File: config.mk
export PLATFORM = sky130hd
export DESIGN_NAME = ppt_controller
export DESIGN_NICKNAME = d
export VERILOG_FILES = /design/src/rtl/ppt_pkg.sv /design/src/rtl/ppt_prescaler.sv /design/src/rtl/ppt_controller.sv
export SDC_FILE = /design/constraint.sdc
export NUM_CORES = 1
export LEC_CHECK = 0
export CORE_ASPECT_RATIO = 1.75
export CORE_UTILIZATION = 60
export DETAILED_ROUTE_END_ITERATION = 10
export PLACE_DENSITY = 0.93
export SETUP_SLACK_MARGIN = 0.15
export SYNTH_ARGS = -nofsm -noshare
export SYNTH_HDL_FRONTEND = slang
export SYNTH_SLANG_ARGS = --single-unit
export TNS_END_PERCENT = 5
File: constraint.sdc
create_clock -name clk -period 6.5 [get_ports clk]
set_input_delay 1.3 -clock clk [delete_from_list [all_inputs] [get_ports clk]]
set_output_delay 1.3 -clock clk [all_outputs]
set_load 0.02 [all_outputs]
File: src/rtl/ppt_pkg.sv
// Shared types, widths and reset defaults for the pulsed plasma thruster controller.
package ppt_pkg;
   localparam int CLKDIV_W = 5;
   localparam int TIME_W   = 14;
   localparam int CNT_W    = 8;

   typedef enum logic [1:0] {
      IDLE = 2'd0,
      FIRE = 2'd1,
      GAP  = 2'd2,
      DONE = 2'd3
   } ppt_state_e;

   localparam ppt_state_e              RST_STATE = IDLE;
   localparam logic [CLKDIV_W-1:0]     RST_DIV   = {CLKDIV_W{1'b0}};
   localparam logic [TIME_W-1:0]       RST_TIME  = {TIME_W{1'b0}};
   localparam logic [CNT_W-1:0]        RST_CNT   = {CNT_W{1'b0}};
   localparam logic                    RST_FLAG  = 1'b0;
   localparam logic [TIME_W-1:0]       ONE_TIME  = {{(TIME_W-1){1'b0}}, 1'b1};

   // Saturating increment so the firing counter never wraps.
   function automatic logic [CNT_W-1:0] sat_inc(input logic [CNT_W-1:0] v);
      logic [CNT_W-1:0] r;
      if (v == {CNT_W{1'b1}}) begin
         r = v;
      end else begin
         r = v + {{(CNT_W-1){1'b0}}, 1'b1};
      end
      return r;
   endfunction
endpackage

File: src/rtl/ppt_prescaler.sv
// Free-running tick generator: one-cycle tick every 2^(clk_div+1) clk cycles.
module ppt_prescaler
   import ppt_pkg::*;
#(
   parameter int PRESCALE_W = 32
) (
   input  logic                clk,
   input  logic                rst,
   input  logic                clear,
   input  logic [CLKDIV_W-1:0] clk_div,
   output logic                tick
);

   localparam logic [PRESCALE_W-1:0] ONE_P = {{(PRESCALE_W-1){1'b0}}, 1'b1};

   logic [PRESCALE_W-1:0] cnt_r;
   logic [PRESCALE_W-1:0] term_s;

   // Terminal count is clk_div+1 low-order ones.
   always_comb begin
      term_s = {PRESCALE_W{1'b0}};
      for (int i = 0; i < PRESCALE_W; i++) begin
         term_s[i] = (i <= int'(clk_div));
      end
   end

   // Prescaler counter; clear realigns ticks to the start of a run.
   always_ff @(posedge clk or posedge rst) begin
      if (rst) begin
         cnt_r <= {PRESCALE_W{1'b0}};
      end else if (clear) begin
         cnt_r <= {PRESCALE_W{1'b0}};
      end else if (cnt_r == term_s) begin
         cnt_r <= {PRESCALE_W{1'b0}};
      end else begin
         cnt_r <= cnt_r + ONE_P;
      end
   end

   assign tick = (cnt_r == term_s);

endmodule

File: src/rtl/ppt_controller.sv
// Thruster fire sequencer: runs `count` firings of `period` ticks with a `width`-tick pulse.
// Optional build macro PPT_CONTINUOUS_EN makes count=0 fire until run_ppt falls.
module ppt_controller
   import ppt_pkg::*;
#(
   parameter int PRESCALE_W = 32
) (
   input  logic                clk,
   input  logic                rst,
   input  logic [CLKDIV_W-1:0] clk_div,
   input  logic [TIME_W-1:0]   period,
   input  logic [TIME_W-1:0]   width,
   input  logic [CNT_W-1:0]    count,
   input  logic                run_ppt,
   output logic                pulse_out,
   output logic [CNT_W-1:0]    count_done,
   output logic                done,
   output logic                busy
);

   ppt_state_e          state_r, state_nx_s;
   logic                armed_r;
   logic [CLKDIV_W-1:0] div_r;
   logic [TIME_W-1:0]   per_r, wid_r, tick_cnt_r, tick_nx_s;
   logic [CNT_W-1:0]    cnt_r, cdone_r, cdone_nx_s;
   logic                pulse_r, done_r, busy_r, pulse_nx_s;
   logic                start_s, start_fire_s, more_s, tick_s;
   logic [TIME_W-1:0]   per_eff_s, wid_eff_s, wid_nx_s;

   ppt_prescaler #(.PRESCALE_W(PRESCALE_W)) u_prescaler (
      .clk     (clk),
      .rst     (rst),
      .clear   (start_s),
      .clk_div (div_r),
      .tick    (tick_s)
   );

   // Start qualification, effective timing values and run-continuation decision.
   always_comb begin
      start_s   = (state_r == IDLE) && armed_r && run_ppt;
      per_eff_s = (period == RST_TIME) ? ONE_TIME : period;
      wid_eff_s = (width < per_eff_s) ? width : (per_eff_s - ONE_TIME);
      wid_nx_s  = start_s ? wid_eff_s : wid_r;
`ifdef PPT_CONTINUOUS_EN
      start_fire_s = 1'b1;
      more_s = (cnt_r == RST_CNT) || (({1'b0, cdone_r} + 9'd1) < {1'b0, cnt_r});
`else
      start_fire_s = (count != RST_CNT);
      more_s = (({1'b0, cdone_r} + 9'd1) < {1'b0, cnt_r});
`endif
   end

   // Next-state, tick counter and firing counter.
   always_comb begin
      state_nx_s = state_r;
      tick_nx_s  = tick_cnt_r;
      cdone_nx_s = cdone_r;
      case (state_r)
         IDLE: begin
            if (start_s) begin
               tick_nx_s  = RST_TIME;
               cdone_nx_s = RST_CNT;
               state_nx_s = start_fire_s ? FIRE : DONE;
            end else begin
               state_nx_s = IDLE;
            end
         end
         FIRE, GAP: begin
            if (!run_ppt) begin
               state_nx_s = IDLE;
            end else if (tick_s && (tick_cnt_r == (per_r - ONE_TIME))) begin
               tick_nx_s  = RST_TIME;
               cdone_nx_s = sat_inc(cdone_r);
               state_nx_s = more_s ? FIRE : DONE;
            end else if (tick_s) begin
               tick_nx_s = tick_cnt_r + ONE_TIME;
               if ((state_r == FIRE) && ((tick_cnt_r + ONE_TIME) == wid_r)) begin
                  state_nx_s = GAP;
               end else begin
                  state_nx_s = state_r;
               end
            end else begin
               state_nx_s = state_r;
            end
         end
         DONE: begin
            if (!run_ppt) begin
               state_nx_s = IDLE;
            end else begin
               state_nx_s = DONE;
            end
         end
         default: begin
            state_nx_s = IDLE;
         end
      endcase
      // A zero-width pulse keeps FIRE but never raises the output.
      pulse_nx_s = (state_nx_s == FIRE) && (wid_nx_s != RST_TIME);
   end

   // State, snapshot and registered outputs.
   always_ff @(posedge clk or posedge rst) begin
      if (rst) begin
         state_r    <= RST_STATE;
         armed_r    <= RST_FLAG;
         div_r      <= RST_DIV;
         per_r      <= RST_TIME;
         wid_r      <= RST_TIME;
         cnt_r      <= RST_CNT;
         tick_cnt_r <= RST_TIME;
         cdone_r    <= RST_CNT;
         pulse_r    <= RST_FLAG;
         done_r     <= RST_FLAG;
         busy_r     <= RST_FLAG;
      end else begin
         state_r    <= state_nx_s;
         armed_r    <= ~run_ppt;
         tick_cnt_r <= tick_nx_s;
         cdone_r    <= cdone_nx_s;
         pulse_r    <= pulse_nx_s;
         done_r     <= (state_nx_s == DONE);
         busy_r     <= (state_nx_s == FIRE) || (state_nx_s == GAP);
         if (start_s) begin
            div_r <= clk_div;
            per_r <= per_eff_s;
            wid_r <= wid_eff_s;
            cnt_r <= count;
         end else begin
            div_r <= div_r;
            per_r <= per_r;
            wid_r <= wid_r;
            cnt_r <= cnt_r;
         end
      end
   end

   assign pulse_out  = pulse_r;
   assign count_done = cdone_r;
   assign done       = done_r;
   assign busy       = busy_r;

endmodule
**Word-level counts from Yosys, hierarchy flattened**

Index checks and enable logic that the tools add are counted.

- Add/sub/neg operators: 6
- Order comparisons: 33
- Eq/ne operators: 15
- Muxes and demuxes: 24
- Bitwise operators: 1
- Reductions and logical operators: 14

Operators by type and width:

| cell | count |
|---|---|
| 14-bit 2-to-1 mux | 7 |
| 5-bit <= comparator, first input constant | 16 |
| 32-bit 2-to-1 mux | 2 |
| 4-bit by 5-bit <= comparator with 1-bit output, first input constant | 8 |
| 32-bit by 1-bit adder with 32-bit output, second input constant | 1 |
| 32-bit equality test | 1 |
| 8-bit 2-to-1 mux | 4 |
| 14-bit equality test | 2 |
| 14-bit case mux with 2 select lines | 1 |
| 14-bit by 1-bit subtractor with 14-bit output, second input constant | 2 |
| 3-bit by 5-bit <= comparator with 1-bit output, first input constant | 4 |
| 2-bit 2-to-1 mux | 8 |
| 8-bit case mux with 2 select lines | 1 |
| 14-bit by 1-bit adder with 14-bit output, second input constant | 1 |
| 14-bit logical NOT | 1 |
| 14-bit less-than comparator | 1 |
| 14-bit nonzero test | 1 |
| 2-bit by 5-bit <= comparator with 1-bit output, first input constant | 2 |
| 8-bit by 1-bit adder with 9-bit output, second input constant | 1 |
| 9-bit by 8-bit less-than comparator with 1-bit output | 1 |
| 8-bit by 1-bit adder with 8-bit output, second input constant | 1 |
| 2-bit equality test, second input constant | 4 |
| 8-bit equality test, second input constant | 1 |
| 2-bit inequality test, second input constant | 4 |
| other kinds (13) | 18 |

- Flip-flop bits (word level): 101
- Input bits: 44
- Output and inout port bits: 11
- Word-level logic and storage cells: 105

**Logic depth before layout (Yosys ltp)**

Gate-level depths: netlist of run 1.

- Word-level depth: 10
- Depth in mapped cells: 14
- Depth with buffers taken out: 13

**Cells and area by module**

From an unflattened synthesis of run 1, not the netlist that was laid out.

- Cells, all modules: 872
- Area total of the unflattened synthesis: 7,385.8 µm²

Modules (own cells, without submodules):

| module | instances | cells an instance | area each (µm²) | sequential area each (µm²) |
|---|---|---|---|---|
| ppt_controller | 1 | 585 | 4,835.9 | 1,726.7 |
| ppt_prescaler | 1 | 287 | 2,549.9 | 800.8 |

**Least setup slack after synthesis of run 1**

No wires, ideal clock.

- Kind: in2reg
- From: in period[13]
- To: reg pulse_r (netlist: pulse_out)
- Library setup time: 0.143 ns
- Arrival: 3.475 ns
- Required time: 6.357 ns
- Slack: 2.882 ns
- Cell stages on the path: 10
- Buffers on the path: 1
- Cell sequence: inv_1 ha_1 and4_1 o211ai_1 o21ai_1 clkbuf_1 mux2i_1 o21ai_0 nor4_1 a41oi_1

- Cells in the longest elaborated chain, start to end: 7
- Elaborated cells on any way between the ends: 8
- Those cells by class: add/sub (1); order compare (1); mux (3); reduce/logical (3)

Ends and longest elaborated chain:

| what | RTL line | text |
|---|---|---|
| from (decl) | ppt_controller.sv:11 | `input logic [TIME_W-1:0] period,` |
| 14-bit logical NOT | ppt_controller.sv:41 | `per_eff_s = (period == RST_TIME) ? ONE_TIME : period;` |
| 14-bit 2-to-1 mux * | ppt_controller.sv:41 |  |
| 14-bit by 1-bit subtractor with 14-bit output / 14-bit less-than comparator (equally long branches) | ppt_controller.sv:42 | `wid_eff_s = (width < per_eff_s) ? width : (per_eff_s - ONE_TIME);` |
| 14-bit 2-to-1 mux * | ppt_controller.sv:42 |  |
| 14-bit 2-to-1 mux * | n/a |  |
| named net wid_nx_s[4] | ppt_controller.sv:28 | `logic [TIME_W-1:0] per_eff_s, wid_eff_s, wid_nx_s;` |
| 14-bit nonzero test * | ppt_controller.sv:98 | `pulse_nx_s = (state_nx_s == FIRE) && (wid_nx_s != RST_TIME);` |
| 1-bit logical AND * | ppt_controller.sv:98 |  |
| named net pulse_nx_s | ppt_controller.sv:26 | `logic pulse_r, done_r, busy_r, pulse_nx_s;` |
| to (signal assigned) | ppt_controller.sv:120 | `pulse_r <= pulse_nx_s;` |
| to (decl) | ppt_controller.sv:26 |  |

The timed path passes the listed nets; every way through them passes the cells marked *.
A chain may end at the register's enable or synchronous reset.

**Final worst setup path of run 1**

- From: in period[9]
- To: reg pulse_r (netlist: pulse_out)

The elaborated chain is that of the path after synthesis.

==> metrics.yaml, run 1 <==
outcome: "complete, no violations"
tns_ns: 0
min_period_over_period: 0.703
io_buffers: 54
syn_area_sq_um: 7380
synth_top_area_share: 0.342
routed_via_density: 6.48
num_vias: 6919
diodes: 0
htree_num_levels: 3
synth_compound_area_frac: 0.159
die_y_um: 149
synth-seq-area-share: 0.342
cp-end-kind: "flip-flop"
layout-drive-gt1-share: 0.0487
fmax_ghz: 0.219
finalNonFillerCells: 1068
synth-seq-cells: 101
relSlewSlack: 0.231
hpwl_um: 13900
layout_min_cycle_time_ns: 4.57
synth_edf_count: 0
cts_num_sinks: 101
synth_fp_nets: 963
start_util: 0.615
fp-row-count: 53
worstSetupStartpointType: "input port"
die_w_um: 85.9
worst-setup-path-type: "in -> reg"
grt_pass1_vias: 6794
power.leakage_nw: 3.38
post_cts_buffers: 0
worstMarginPinSlew_ns: 1.15
ant_nets: 0
grt_use_total: 0.324
cts_root_buf: "clkbuf_16"
cp.arrival_ns: 4.77
syn_inst: 890
ys_types: 79
grt_pass1_wl_um: 32500
synth_ff_type: "dfrtp_1"
hold_buffers: 0
yosysWarnings: 0
peakVddDrop_v: 0.000221
final_util: 0.686
async_flop_share: 1.00
place_ws_ns: 1.64
synth.mux.area_fraction: 0.0417
final_cell_area_sq_um: 8230
layout.nets: 971
setup_ws_ns: 1.93
first_iter_violations: 562
synth_xor_area_frac: 0.105
report.final.slew_viol_count: 0
core_area_sq_um: 12000
placed_area_sq_um: 7940
rsz0062_at_grt: "false"
drv_cap: 0
synth_common_cells: "dfrtp_1, nand2_1, nor2_1"
synth_fa_ha_area_frac: 0.0505
skew_ns: 0.0132
dp_cells: 1052
clock_latency_ns: 0.35
io_pins: 55
area_delta_synth_final_pct: 11.5
place.gp.congestion: 0.910
clk_path_buf_depth: 2
totalWireLength_um: 19800
clk_pin_slew_worst_paths_ns: 0.08
yosys.area_share.simple: 0.241
cts_tree: "done"
cp_max_fo: 6
synthMostInstantiatedCell: "dfrtp_1"
cp.required_ns: 6.70
routedWlPerCell_um: 18.5
power_density_nw_per_um2: 343
cts_resized: 0
overflow: 0
synth.area.top_cells: "dfrtp_1, xnor2_1, nand2_1"
die-area_sq_um: 12800
post-synth-top-area-cell: "dfrtp_1"
synth_top_family_by_area: "simple AND/OR/NAND/NOR gates"
drt_pass1_iterations: 6
min_path_type: "reg -> reg"
cts_buffers: 9
antenna_found_initial: 0
grt_max_degree: 55
drcViolationCount: 0
hold_violations: 0
fill_cells: 870
setup_viol: 0
avgSynthCellArea_sq_um: 8.30
==> cells by family (layout without fill, tap and decap cells) <==
family                   count (synthesis)  after routing
multiplexers                            30             30
XOR/XNOR                                87             87
flip-flops                             101            101
buffers and inverters                  115            128
AND/OR/NAND/NOR                        348            348
AO/OA/AOI/OAI                          179            179
adder cells (fa/ha/maj)                 30             30
==> cells in the final DEF, fill, tap and decap left out, types with 4 or more instances in the layout <==
cell type        synthesis  final
dfrtp_1                101    101
nand2_1                 99     99
nor2_1                  67     67
o21ai_0                 66     66
clkdlybuf4s50_1          0     54
inv_1                   53     52
xnor2_1                 46     46
nand3_1                 41     40
xor2_1                  40     40
a21oi_1                 31     31
ha_1                    29     29
mux2i_1                 27     27
nand4_1                 24     24
nor3_1                  23     23
nor4_1                  16     15
or3_1                   10     10
and3_1                  10     10
clkbuf_16                0      9
nor4b_1                  8      8
nor2b_1                  7      7
a31oi_1                  7      7
and4_1                   7      7
o211ai_1                 6      6
o22ai_1                  5      5
nand2b_1                 5      5
o31ai_1                  5      5
a21o_1                   5      5
buf_4                    1      5
or4_1                    4      4
a31o_2                   4      4
a211oi_1                 4      4
nand3b_1                 4      4
o21a_1                   4      4
==> sequential cells by signal (all words and copies together) (netlist names) <==
name and count:
count_done 8, per_r 14, tick_cnt_r 14, div_r 5, state_r 2, pulse_out 1, armed_r 1, cnt_r 8
u_prescaler.cnt_r 32, wid_r 14, done 1, busy 1
==> layer usage <==
| layer | vias up | global-route usage | part of all wire |
|---|---|---|---|
| met5 | - | 0 | 0 |
| met4 | 0 | 0.228 | 0.067 |
| met3 | 108 | 0.0398 | 0.052 |
| met2 | 373 | 0.573 | 0.52 |
| met1 | 3267 | 0.353 | 0.36 |
| li1 | 3171 | - | - |
==> stage by stage <==
step                      hold slack [ns]  total power [mW]
after floorplan                     0.440              1.91
after global placement              0.458              2.18
after detailed placement            0.489              2.24
after CTS                           0.513              2.79
after global routing                0.544              3.00
final                               0.511              2.82
==> final cells by class <==
type / instances / area, sq um / share of cell area
multi-input combinational: 674 / 4430 / 0.538
timing repair buffer: 59 / 578 / 0.0702
clock buffer: 9 / 225 / 0.0274
tap: 165 / 206 / 0.0251
clock inverter: 7 / 68.8 / 0.00836
sequential: 101 / 2530 / 0.307
inverter: 53 / 201 / 0.0245
==> final timing paths <==
kind | startpoint | to | slack [ns] | cells past startpoint
max | period[9] | pulse_out | 1.93 | 12
min | cnt_r[0] | cnt_r[0] | 0.51 | 2
max reg2reg | per_r[0] | pulse_out | 2.28 | 13
min reg2reg | cnt_r[0] | cnt_r[0] | 0.51 | 2
max in group asynchronous | rst | state_r[1] | 4.05 | 3
min in group asynchronous | rst | u_prescaler.cnt_r[16] | 1.38 | 2
==> critical path, cell delays in order <==
cell and delay [ns]:
clkdlybuf4s50_1 0.47, nor4_1 0.80, a41oi_1 0.43, ha_1 0.35
nor3b_1 0.20, nand3_1 0.18, nor2_1 0.09, xnor2_1 0.13
mux2i_1 0.16, o21ai_0 0.12, nor4_1 0.35, a41oi_1 0.18
==> report_power, final <==
group | internal (mW) | switching (mW) | total (mW)
clock network | 0.269 | 0.263 | 0.533
registers | 0.782 | 0.228 | 1.01
logic | 0.521 | 0.757 | 1.28
total | 1.57 | 1.25 | 2.82
No activity file was read; power rests on OpenSTA's default activity.
==> run 2: changes to the inputs <==
- clock period: 6.5 -> 4.72 ns (I/O delays scaled with it)
==> metrics.yaml, run 2 (synthesis results as in run 1) <==
grt_pass1_vias: 6877
skew_ns: 0.00821
layout-drive-gt1-share: 0.0571
hpwl_um: 14300
totalWireLength_um: 19500
setup_ws_ns: 0.544
area_delta_synth_final_pct: 12.1
cts_num_sinks: 101
clk_path_buf_depth: 2
relSlewSlack: 0.215
grt_max_degree: 48
drt_pass1_iterations: 5
drv_cap: 0
grt_use_total: 0.316
cp_max_fo: 24
overflow: 0
rsz0062_at_grt: "false"
cp.required_ns: 4.94
final_cell_mix: "dfrtp_1, nand2_1, nor2_1"
cp-end-kind: "flip-flop"
num_vias: 6935
hold_buffers: 0
cp.arrival_ns: 4.40
place_ws_ns: 0.624
grt_pass1_wl_um: 32100
first_iter_violations: 481
worstMarginPinSlew_ns: 1.17
min_period_over_period: 0.885
layout_min_cycle_time_ns: 4.18
place.gp.congestion: 0.909
die_y_um: 149
cts_resized: 0
largest_register_ffs: 32
multiInputGateArea_sq_um: 4430
ff_latch_area_sq_um: 2530
diodes: 0
fp-row-count: 53
io_buffers: 54
clk_pin_slew_worst_paths_ns: 0.07
core_area_sq_um: 12000
start_util: 0.615
power_density_nw_per_um2: 467
peakVddDrop_v: 0.000304
largest_register: "u_prescaler.cnt_r"
antenna_found_initial: 0
power.leakage_nw: 3.42
cts_tree: "done"
min_path_type: "reg -> reg"
clock_latency_ns: 0.36
cts_root_buf: "clkbuf_16"
fill_cells: 886
post_cts_buffers: 0
hold_violations: 0
tns_ns: 0
finalNonFillerCells: 1076
worstSetupStartpointType: "flip-flop"
die-area_sq_um: 12800
worst-setup-path-type: "reg -> reg"
outcome: "complete, no violations"
fmax_ghz: 0.239
setup_viol: 0
routedWlPerCell_um: 18.1
report.final.slew_viol_count: 0
layout.nets: 979
final_common_cell: "dfrtp_1"
ant_nets: 0
htree_num_levels: 3
io_pins: 55
die_w_um: 85.9
drcViolationCount: 0
routed_via_density: 6.45
dp_cells: 1060
cts_buffers: 9
## run 2: through the flow
step	power [mW]	instance area [sq um]	hold slack, ns	util
after global placement	3.01	8000	0.458	0.666
after global routing	4.10	8280	0.538	0.690
after floorplan	2.64	7380	0.440	-
after detailed placement	3.09	8000	0.482	0.666
after CTS	3.82	8280	0.505	0.690
final	3.87	8280	0.510	0.690
## run 2: worst paths after layout
| check | startpoint | to | slack [ns] | depth (start not counted) |
|---|---|---|---|---|
| max | per_r[0] | tick_cnt_r[6] | 0.54 | 10 |
| min | cnt_r[0] | cnt_r[0] | 0.51 | 2 |
| max reg2reg | per_r[0] | tick_cnt_r[6] | 0.54 | 10 |
| min reg2reg | cnt_r[0] | cnt_r[0] | 0.51 | 2 |
| max in group asynchronous | rst | u_prescaler.cnt_r[9] | 3.03 | 3 |
| min in group asynchronous | rst | tick_cnt_r[10] | 0.85 | 2 |
## run 2: final cells by class
cell class | instances | area share
tap | 165 | 0.0249
timing repair buffer | 67 | 0.0771
multi-input combinational | 674 | 0.535
sequential | 101 | 0.305
clock inverter | 7 | 0.00665
clock buffer | 9 | 0.0272
inverter | 53 | 0.0243
## run 2: report_power, final
group | switching (mW) | internal [mW] | total, mW
Combinational | 1.01 | 0.727 | 1.74
Sequential | 0.327 | 1.08 | 1.40
Clock | 0.357 | 0.366 | 0.722
## run 2: critical path, stage by stage, from the launching register on
cell	delay, ns
dfrtp_1	0.44
inv_1	0.09
ha_1	0.22
or4b_1	0.52
or4_4	0.55
mux2_2	0.24
mux2i_1	0.06
o22ai_1	0.66
a41oi_2	0.72
a31oi_1	0.41
mux2i_1	0.12
## run 2: routing by layer
metal	wire [um]	up-vias	track usage
met1	6820	3327	0.318
met3	895	99	0.0487
li1	-	3199	-
met5	0	-	0
met4	1210	0	0.200
met2	10600	310	0.594
==> RTL edit, RTL diff (config.mk and constraints of run 2) <==
Make the reset (`rst`) synchronous in 2 clocked blocks.
--- a/src/rtl/ppt_prescaler.sv
+++ b/src/rtl/ppt_prescaler.sv
@@ -27,3 +27,3 @@
    // Prescaler counter; clear realigns ticks to the start of a run.
-   always_ff @(posedge clk or posedge rst) begin
+   always_ff @(posedge clk) begin
       if (rst) begin
--- a/src/rtl/ppt_controller.sv
+++ b/src/rtl/ppt_controller.sv
@@ -101,3 +101,3 @@
    // State, snapshot and registered outputs.
-   always_ff @(posedge clk or posedge rst) begin
+   always_ff @(posedge clk) begin
       if (rst) begin
Check against the original RTL: differs if rst is asserted again (counterexample within 4 cycles, from zero or initial values and one cycle with rst high); with rst held inactive, the same outputs for 10 cycles.
==> RTL edit against run 2 <==
  * Global-route usage up 3.3 points
  * Wire length is 12% higher
  * Area after synthesis down 1.4%
  * Sequential cell count unchanged
  * Setup slack better by 0.11 ns
  * Design area shrank 1.6%
Power is not compared: it rests on default switching activity, and its combinational part moved more than twofold at a synthesized area within 25%.
==> RTL edit: results (changes against run 2) <==
### Clocking
* **number of clock buffers inserted by TritonCTS** 9, unchanged
* **number of levels in the clock H-tree** 3, unchanged
* **CTS resizes** 0, unchanged
* **Post CTS Setup Buffer Count** 0, unchanged
* **clock-pin slew of the registers on the worst-case setup and hold paths** 0.08 ns
* **root cell of the clock tree** clkbuf_16

### Worst setup path
* **Worst Path Arrival** 4.29 ns, -0.11 ns
* **critical-path cell with the highest stage delay** or4_1
* **largest stage delay on the critical path** 0.57 ns, -0.15 ns
* **critical path peak fanout** 5, -79%
* **category of cells accounting for the largest share of critical-path delay** simple AND/OR/NAND/NOR gates

### Cells and area
* **register name with the most flops** u_prescaler.cnt_r
* **layout cells sized above 1** 0.05169, -0.005390
* **flip-flop count of the largest register, all copies and words added** 32, unchanged
* **Inserted Diodes** 0, unchanged
* **fillers** 996, +12%

### Synthesis
* **Synth top cells by count** nor2_1 (112), nand2_1 (103), dfxtp_1 (101), a21oi_1 (65), inv_1 (57)
* **number of warnings reported in the yosys synthesis log** 0, unchanged
* **cell types occupying the most area after synthesis** dfxtp_1 (28%), nor2_1 (5.8%), nand2_1 (5.3%), xnor2_1 (5.3%), ha_1 (5.0%)
* **count of distinct cell types in the synthesized netlist** 76, -3.8%
* **sequential element share of the synthesized area** 0.2777, -0.06465
* **fraction of synthesis flops using an asynchronous set or reset pin** 0, -1.000
* **total nets after synthesis** 1056, +9.7%
* **cell accounting for the most synthesized area** dfxtp_1

### Global route
* **vias in the first global route** 7104, +3.3%
* **maximum number of pins on one net before global-route repair** 50, +4.2%
* **wire length of the first global-routing pass** 34.20 mm, +6.6%
* **GRT Util Overall** 0.3494, +0.03298

### Route
* **detailed-routing wirelength on met1** 7.236 mm, +6.1%
* **met3 routed WL** 1.109 mm, +24%
* **final wirelength** 21.76 mm, +12%
* **DRC violation total after the first TritonRoute iteration** 483, +0.42%
* **highest metal layer used by the detailed router** met4
* **routed length on met2** 11.26 mm, +6.6%
* **mean number of vias per cell** 6.532, +1.3%
* **count of TritonRoute iterations in the first routing pass** 6, +1

### Place
* **gp weighted congestion** 0.9680, +6.4%
* **HPWL Detailed** 16.76 mm, +17%
* **number of port buffers** 54, unchanged
* **worst setup slack before clock tree synthesis** 0.3206 ns, -0.3035 ns

### Power and ir drop
* **part of the power in the clock network** 0.369
* **maximum resistive drop on vdd** 0.1475 mV

### Timing
* **actual slew at the worst max-slew pin** 1.226 ns, +0.05665 ns
* **worst clock skew** 0.01283 ns, +0.004616 ns

### Status
* **result of the run** completed

[RTL edit: changes by cell type after synthesis, moves of 6 or more]
cell             run 2  this run
mux2i_1             27         9
a21o_1               5        20
a21oi_1             31        65
nor4_1              16        22
and2_1               3         9
dfxtp_1              0       101
dfrtp_1            101         0
nor2_1              67       112
a211oi_1             4        14
o21ai_0             66        37
[RTL edit: area by class of cell]
cell class,count,share of cell area
sequential,101,0.2481
multi-input combinational,761,0.5877
clock inverter,7,0.008138
clock buffer,9,0.02764
timing repair buffer,71,0.08138
inverter,57,0.02626
tap,135,0.02073
[RTL edit: path summary, 6_finish.rpt]
check / end / slack (ns) / cells after the start / from
worst max register to register: busy / 0.77 / 13 / per_r[0]
worst max-delay path: pulse_out / 0.66 / 13 / period[5]
worst min-delay path: cnt_r[7] / 0.46 / 2 / cnt_r[7]
worst min register to register: cnt_r[7] / 0.46 / 2 / cnt_r[7]
[RTL edit: metrics by stage]
stage	power [W]	hold WS, ns	cells	instance area (sq um)
3_3_place_gp	0.001253	0.4430	1125	7858
4_1_cts	0.001973	0.4587	1141	8149
2_1_floorplan	0.001135	0.4346	983	7282
3_5_place_dp	0.001258	0.4479	1125	7858
5_1_grt	0.002056	0.4862	1141	8149
6_report	0.001973	0.4601	1141	8149
[RTL edit: kinds of logic after synthesis]
| family | share of synthesized area |
|---|---|
| compound gates | 0.2095 |
| xor+xnor | 0.09863 |
| fa+ha+maj | 0.04983 |
| buf+inv | 0.06460 |
| flops | 0.2777 |
| mux | 0.01392 |
| simple gates | 0.2859 |
[RTL edit: layer usage]
layer,GRT usage,up-vias
li1,-,3552
met1,0.3285,3458
met2,0.6411,321
met3,0.05248,122
met4,0.3100,0
met5,0,-
